[src/rtl/icg_ctrl_pkg.sv]
// Shared types and defaults for the clock-gate enable controller.
// Imported by the FSM top and the idle counter.
package icg_ctrl_pkg;

  typedef enum logic [1:0] {
    S_OFF   = 2'd0,
    S_WAKE  = 2'd1,
    S_ON    = 2'd2,
    S_DRAIN = 2'd3
  } icg_state_t;

  localparam int WAKE_CYCLES_DEF = 2;
  localparam int IDLE_W_DEF      = 8;
  localparam int WCNT_W          = 4;

endpackage

[src/rtl/icg_idle_cnt.sv]
// Saturating idle counter and idle-limit compare.
// Counts only while running and idle; any activity clears it.
module icg_idle_cnt
  import icg_ctrl_pkg::*;
#(
  parameter int IDLE_W = IDLE_W_DEF
) (
  input  logic              CLK,
  input  logic              RST,
  input  logic              run,
  input  logic              idle,
  input  logic [IDLE_W-1:0] limit,
  output logic              hit
);

  localparam logic [IDLE_W-1:0] ONE = {{(IDLE_W-1){1'b0}}, 1'b1};

  logic [IDLE_W-1:0] cnt;
  logic [IDLE_W-1:0] lim_m1;

  assign lim_m1 = limit - ONE;

  // >= so that a lowered limit still fires on the next idle cycle
  assign hit = run && idle && (limit != '0) && (cnt >= lim_m1);

  always_ff @(posedge CLK or posedge RST) begin
    if (RST) begin
      cnt <= '0;
    end else if (!run || !idle) begin
      cnt <= '0;
    end else if (cnt != '1) begin
      cnt <= cnt + ONE;
    end
  end

endmodule

[src/rtl/icg_enable_ctrl.sv]
// Enable controller for an integrated clock gate: wake, run,
// idle-drain and gate, with registered E/TE/ACK/GATED.
module icg_enable_ctrl
  import icg_ctrl_pkg::*;
#(
  parameter int WAKE_CYCLES = WAKE_CYCLES_DEF,
  parameter int IDLE_W      = IDLE_W_DEF
) (
  input  logic              CLK,
  input  logic              RST,
  input  logic              REQ,
  input  logic              BUSY,
  input  logic              SCAN_EN,
  input  logic [IDLE_W-1:0] IDLE_LIMIT,
  output logic              E,
  output logic              TE,
  output logic              ACK,
  output logic              GATED
);

  localparam logic [WCNT_W-1:0] WLOAD = WCNT_W'(WAKE_CYCLES - 1);
  localparam logic [WCNT_W-1:0] WONE  = {{(WCNT_W-1){1'b0}}, 1'b1};

  icg_state_t        state;
  icg_state_t        nxt;
  logic [WCNT_W-1:0] wcnt;
  logic              active;
  logic              hit;

  assign active = REQ || BUSY;

  icg_idle_cnt #(
    .IDLE_W(IDLE_W)
  ) u_idle (
    .CLK  (CLK),
    .RST  (RST),
    .run  (state == S_ON),
    .idle (!active),
    .limit(IDLE_LIMIT),
    .hit  (hit)
  );

  always_comb begin
    nxt = state;
    unique case (state)
      S_OFF:   if (REQ) nxt = S_WAKE;
      S_WAKE:  if (wcnt == '0) nxt = S_ON;
      S_ON:    if (hit) nxt = S_DRAIN;
      S_DRAIN: nxt = active ? S_ON : S_OFF;
      default: nxt = S_OFF;
    endcase
  end

  always_ff @(posedge CLK or posedge RST) begin
    if (RST) begin
      state <= S_OFF;
      wcnt  <= '0;
    end else begin
      state <= nxt;
      if (state == S_OFF && nxt == S_WAKE) begin
        wcnt <= WLOAD;
      end else if (state == S_WAKE && wcnt != '0) begin
        wcnt <= wcnt - WONE;
      end
    end
  end

  // outputs decoded from next state so they align with state
  always_ff @(posedge CLK or posedge RST) begin
    if (RST) begin
      E     <= 1'b0;
      TE    <= 1'b0;
      ACK   <= 1'b0;
      GATED <= 1'b1;
    end else begin
      E     <= (nxt != S_OFF);
      TE    <= SCAN_EN;
      ACK   <= (nxt == S_ON);
      GATED <= (nxt == S_OFF);
    end
  end

endmodule

[config.mk]
export PLATFORM = sky130hd
export DESIGN_NAME = icg_enable_ctrl
export DESIGN_NICKNAME = d
export VERILOG_FILES = /design/src/rtl/icg_ctrl_pkg.sv /design/src/rtl/icg_idle_cnt.sv /design/src/rtl/icg_enable_ctrl.sv
export SDC_FILE = /design/constraint.sdc
export NUM_CORES = 1
export LEC_CHECK = 0
export CELL_PAD_IN_SITES_DETAIL_PLACEMENT = 0
export CELL_PAD_IN_SITES_GLOBAL_PLACEMENT = 1
export CORE_MARGIN = 5
export CORE_UTILIZATION = 37
export CTS_CLUSTER_DIAMETER = 30
export DETAILED_ROUTE_END_ITERATION = 8
export PLACE_DENSITY_LB_ADDON = 0.15
export SKIP_LAST_GASP = 1
export SLEW_MARGIN = 20
export SYNTH_ARGS = -nofsm -noshare
export SYNTH_HDL_FRONTEND = slang
export SYNTH_SLANG_ARGS = --single-unit
[constraint.sdc]
create_clock -name CLK -period 1.7 [get_ports CLK]
set_input_delay 0.425 -clock CLK [delete_from_list [all_inputs] [get_ports CLK]]
set_output_delay 0.425 -clock CLK [all_outputs]
set_load 0.02 [all_outputs]
==> results_dict.tcl, run 1 <==
set metrics [dict create \
    status "finished, violations left" \
    violations "setup timing" \
    report.final.slew_viol_count 0 \
    yosysTopAreaCell "dfrtp_1" \
    synthCells 118 \
    clock.fmax_ghz 0.509 \
    nets 189 \
    grt_pass1_wl_um 4470 \
    fin_crit_ns 1.96 \
    wl_per_cell_um 12.9 \
    numClockSinks 18 \
    fp.dieH_um 65.7 \
    synth.distinct_cells 30 \
    drv_cap 0 \
    grt_pass1_vias 1045 \
    syn_area_per_cell_um2 9.71 \
    drt-vias-per-instance 5.10 \
    clock_latency_ns 0.29 \
    max_stage_delay_ns 0.28 \
    r2r_start "wcnt[0]" \
    worst_clock_skew_ns 0.00436 \
    mostFrequentLayoutCell "buf_4" \
    crit_fanout 3 \
    num_vias 999 \
    drt_pre_antenna_iters 3 \
    grt_max_degree 19 \
    ir_worst_vdd_uv 412 \
    cts_made_buffers 3 \
    place_inst 187 \
    total_power_uw 1300 \
    power_density_mw_per_mm2 798 \
    worstSetupPathType "primary input to flop" \
    clk_pin_slew_ns 0.10 \
    drive_above_1_share 0.325 \
    synth_warnings 0 \
    dieArea_mm2 0.00431 \
    worstMarginPinSlew_ns 0.430 \
    crit_chain "buf_2 > nor3_4 > nor3b_2 > xnor2_1 > ha_1 > a211oi_2 > nor2_1 > nor3_2 > a21oi_2 > or2_1" \
    cts_root_buf "clkbuf_4" \
    hold_class "primary input to async pin" \
    final_area_mm2 0.00163 \
    synth_area_leaders "dfrtp_1 (37%), ha_1 (13%), xor2_1 (5.3%)" \
    start_util 0.382 \
    antenna_found_initial 0 \
    cp_data_required_time_ns 1.88 \
    setup_slack_ns -0.265 \
    synth-seq-cells 18 \
    num_rows 20 \
    end_kind "flop" \
    syn_area_mm2 0.00115 \
    gp_congestion 0.710 \
    crit_path_start "IDLE_LIMIT[1]" \
    areaGrowthSynthToFinish_pct 42.6 \
    hold_viol 0 \
    min_period_over_period 1.16 \
    grt.total_usage 0.135 \
    antenna_left 0 \
    post_dp_cell_area_mm2 0.00154 \
    syn-num-nets 143 \
    core_region_area_mm2 0.00300 \
    tritoncts "yes" \
    post-dp-hpwl_um 2040 \
    crit_arrival_ns 2.15 \
    drtIter0Drc 33 \
    pin_count 17 \
    slew_headroom 0.713 \
    yosysSeqAreaShare 0.394 \
    whs_ns 0.442 \
    startpoint_type "primary input" \
    fillers 281 \
    htreeDepth 1 \
    clk_path_buf_depth 2 \
    n_antenna_cell 0 \
    leakagePower_uw 0.000742 \
    finalNonFillerCells 196 \
    rsz0062_at_grt "yes" \
    yosys.area.top_type_share 0.371 \
    fp.dieW_um 65.7 \
    slowest_stage "ha_1" \
    port_buffers 16 \
    drt_wl_total_um 2540 \
    final_cell_mix "buf_4 (25), dfrtp_1 (17), nor2_1 (14)" \
    route.detailed.drc 0 \
    setup_viol_count_final 4 \
    grt-ovfl-total 0 \
]
final timing paths:
| path | to | slack, ns | cells past startpoint |
|---|---|---|---|
| max reg2reg | ACK | -0.09 | 8 |
| min reg2reg | wcnt[3] | 0.58 | 2 |
| max | E | -0.26 | 10 |
| max in group asynchronous | GATED | 0.99 | 3 |
| min | u_idle.cnt[5] | 0.44 | 3 |
| min in group CLK | TE | 0.56 | 1 |
cells by family after synthesis:
| kind of cell | Yosys count | share of synthesized area |
|---|---|---|
| buffers and inverters | 8 | 0.0328 |
| AO/OA/AOI/OAI | 16 | 0.0950 |
| adder cells (fa/ha/maj) | 12 | 0.131 |
| flip-flops | 18 | 0.394 |
| multiplexers | 2 | 0.0175 |
| XOR/XNOR | 12 | 0.0917 |
| AND/OR/NAND/NOR | 50 | 0.238 |
area by class of cell:
type                       instances  area, um2  area share
multi-input combinational         92        739       0.453
sequential                        18        452       0.276
timing repair buffer              42        349       0.214
tap                               33       41.3      0.0253
clock buffer                       4       26.3      0.0161
inverter                           7       26.3      0.0161
stage by stage:
step	TNS [ns]	setup WS, ns	utilization
floorplan	-0.773	-0.329	-
global placement	-4.32	-0.955	0.512
detailed placement	-4.71	-0.993	0.512
CTS	-0.855	-0.263	0.531
global route	-1.19	-0.344	0.544
finish	-0.887	-0.265	0.544
Yosys cell counts:
master / n
dfrtp_1: 17
xor2_1: 7
nor4_1: 1
nand4_1: 4
a211oi_1: 3
mux2i_1: 2
buf_6: 1
nor2b_1: 2
a31o_2: 1
ha_1: 12
and4bb_2: 2
and3_1: 3
or4b_1: 1
a21oi_1: 3
nand3_1: 2
nor3_1: 5
dfstp_2: 1
o32ai_1: 1
inv_1: 7
and4_1: 1
o211ai_1: 1
nor2_1: 15
o21ai_0: 5
nor3b_1: 4
or2_1: 1
a21oi_2: 1
nand2b_1: 2
nand2_1: 7
a31oi_2: 1
xnor2_1: 5
state kept, by name, indices dropped and copies added, names as in the netlist:
register and count:
GATED 1, u_idle.cnt 8, wcnt 4, state 2
E 1, TE 1, ACK 1
worst max-delay path, delay by kind of cell:
family	cells	cell delay, ns
buffers and inverters	1	0.13
adders and majority gates	1	0.28
xor gates and xnor gates	1	0.15
and+or+nand+nor	5	0.86
AOI/OAI and AO/OA	2	0.29
timing repair:
item                       4_1_cts  5_1_grt
buffers inserted                 4        1
setup endpoints to repair        5        6
hold buffers                     0        0
pin swaps                       17       13
gates resized for setup         30       11
report_power, final:
part           switching (uW)  total, uW  internal, uW
logic                     250        519           269
registers                45.4        563           517
clock network             131        222          91.2
total                     426       1300           878
per-layer routing:
layer | global-route usage | part of all wire | wire length, um
met5 | 0 | 0 | 0
met4 | 0.0544 | 0.0099 | 25
met3 | 0.0171 | 0.020 | 51
met2 | 0.247 | 0.53 | 1360
met1 | 0.156 | 0.44 | 1100
Power figures use the tool's default switching activity.
==> run 2, diff against run 1 <==
CORE_MARGIN = 10   (was 5)
==> results_dict.tcl, run 2 (synthesized netlist as in run 1, its figures left out) <==
set metrics [dict create \
    slew_headroom 0.755 \
    grt_util_met1 0.120 \
    nets 187 \
    fin_crit_ns 1.97 \
    clock.fmax_ghz 0.509 \
    worst_clock_skew_ns 0.00215 \
    hold_viol 0 \
    fp.dieH_um 75.7 \
    core_region_area_mm2 0.00300 \
    fillers 294 \
    worstMarginPinSlew_ns 0.368 \
    crit_chain "buf_8 > buf_6 > nor4_4 > nand2_1 > xor2_1 > ha_1 > o21ai_1 > nor2_1 > nor3_2 > a21oi_2 > or2_1" \
    slowest_stage "nor4_4" \
    mostFrequentLayoutCell "buf_4" \
    hold_class "primary input to async pin" \
    place_ws_ns -0.992 \
    areaGrowthSynthToFinish_pct 40.4 \
    reg2reg_to "E" \
    final_cell_mix "buf_4 (23), dfrtp_1 (17), nor2_1 (15)" \
    power_density_mw_per_mm2 806 \
    fp.dieW_um 75.7 \
    grt_pass1_vias 1028 \
    start_util 0.382 \
    numClockSinks 18 \
    num_rows 20 \
    report.final.slew_viol_count 0 \
    wl_per_cell_um 12.6 \
    largest_register_ffs 8 \
    pin_count 17 \
    r2r_setup_slack_ns 0.04 \
    leakagePower_uw 0.000746 \
    cpLargestDelayFamily "simple AND/OR/NAND/NOR gates" \
    route.detailed.drc 0 \
    largestRegisters "u_idle.cnt (8), wcnt (4), state (2)" \
    tns_ns -0.628 \
    antenna_found_initial 0 \
    clock_latency_ns 0.30 \
    n_antenna_cell 0 \
    busiest_layer "met2" \
    max_stage_delay_ns 0.30 \
    grt_use_met3 0.0143 \
    port_buffers 16 \
    ir_worst_vdd_uv 484 \
    startpoint_type "primary input" \
    setup_viol_count_final 4 \
    gp_congestion 0.801 \
    drt-vias-per-instance 5.13 \
    cts_root_buf "clkbuf_4" \
    num_vias 996 \
    drive_above_1_share 0.280 \
    min_period_over_period 1.16 \
    r2r_start "u_idle.cnt[5]" \
    global_route.usage.met2 0.169 \
    cp_data_required_time_ns 1.89 \
    drt_wl_total_um 2440 \
    crit_arrival_ns 2.16 \
    drt_pre_antenna_iters 4 \
    antenna_left 0 \
    grt-ovfl-total 0 \
    post-dp-hpwl_um 2010 \
    tritoncts "yes" \
    worstSetupPathType "primary input to flop" \
    drtIter0Drc 16 \
    htreeDepth 1 \
    cts_made_buffers 3 \
    path_buf_inv 2 \
    dieArea_mm2 0.00572 \
    grt.total_usage 0.104 \
    clk_path_buf_depth 2 \
    end_kind "flop" \
    violations "setup timing" \
    drv_cap 0 \
    clk_pin_slew_ns 0.10 \
    regMostFlops "u_idle.cnt" \
    setup_slack_ns -0.266 \
    status "finished, violations left" \
    rsz0062_at_grt "yes" \
    grt_pass1_wl_um 4520 \
    crit_fanout 4 \
    reg2reg_depth 6 \
    grt_max_degree 19 \
]
-- run 2: changes by cell type in the layout (fill, tap and decap cells not counted), sizes merged --
| cell | before | now |
|---|---|---|
| buf | 31 | 28 |
| clkdlybuf4s50 | 8 | 5 |
| dlymetal6s2s | 0 | 3 |
| clkbuf | 5 | 4 |
| clkdlybuf4s15 | 0 | 1 |
| dlygate4sd2 | 2 | 3 |
-- run 2: how the worst max path moves through the flow --
stage / endpoint / from / cells past startpoint / slack [ns]
final: E / IDLE_LIMIT[2] / 11 / -0.27
after CTS: E / IDLE_LIMIT[2] / 11 / -0.29
after floorplan: E / IDLE_LIMIT[2] / 9 / -0.33
after global placement: E / IDLE_LIMIT[0] / 11 / -0.95
after detailed placement: E / IDLE_LIMIT[0] / 10 / -0.99
after global routing: E / IDLE_LIMIT[2] / 11 / -0.37
-- run 2: repair_timing --
| item | CTS | global route |
|---|---|---|
| setup endpoints to repair | 5 | 7 |
| gates resized for setup | 27 | 3 |
| setup buffers | 3 | 0 |
| hold buffers | 0 | 0 |
| pin swaps | 16 | 4 |
-- run 2: layer usage --
metal	routed length, um	part of all wire
met4	99	0.041
met3	57	0.023
met5	0	0
met1	1110	0.45
met2	1180	0.48
-- run 2: area by class of cell --
cell class / instances / area (um2) / share of cell area
multi-input combinational: 92 / 716 / 0.445
clock buffer: 4 / 36.3 / 0.0226
timing repair buffer: 40 / 338 / 0.210
inverter: 7 / 26.3 / 0.0163
sequential: 18 / 452 / 0.281
tap: 33 / 41.3 / 0.0257
-- run 2: worst reg2reg max path, delay by kind of cell (launching register included) --
kind            cells  cell delay (ns)
compound gates      2             0.31
fa+ha+maj           1             0.34
simple gates        3             0.48
flops               1             0.44
-- run 2: where the power goes --
group	leakage, uW	total, uW	switching, uW	internal, uW
clock	0.0000210	262	132	131
sequential	0.000222	560	42.4	517
combinational	0.000503	474	237	237
-- run 2: per-stage QoR --
step / hold WS [ns] / cells / total power, uW / area (um2) / util
2_1_floorplan: 0.363 / 118 / 833 / 1190 / -
3_3_place_gp: 0.542 / 187 / 1050 / 1540 / 0.512
3_5_place_dp: 0.559 / 187 / 1060 / 1540 / 0.512
4_1_cts: 0.426 / 194 / 1330 / 1600 / 0.533
5_1_grt: 0.465 / 194 / 1410 / 1610 / 0.536
6_report: 0.432 / 194 / 1300 / 1610 / 0.536
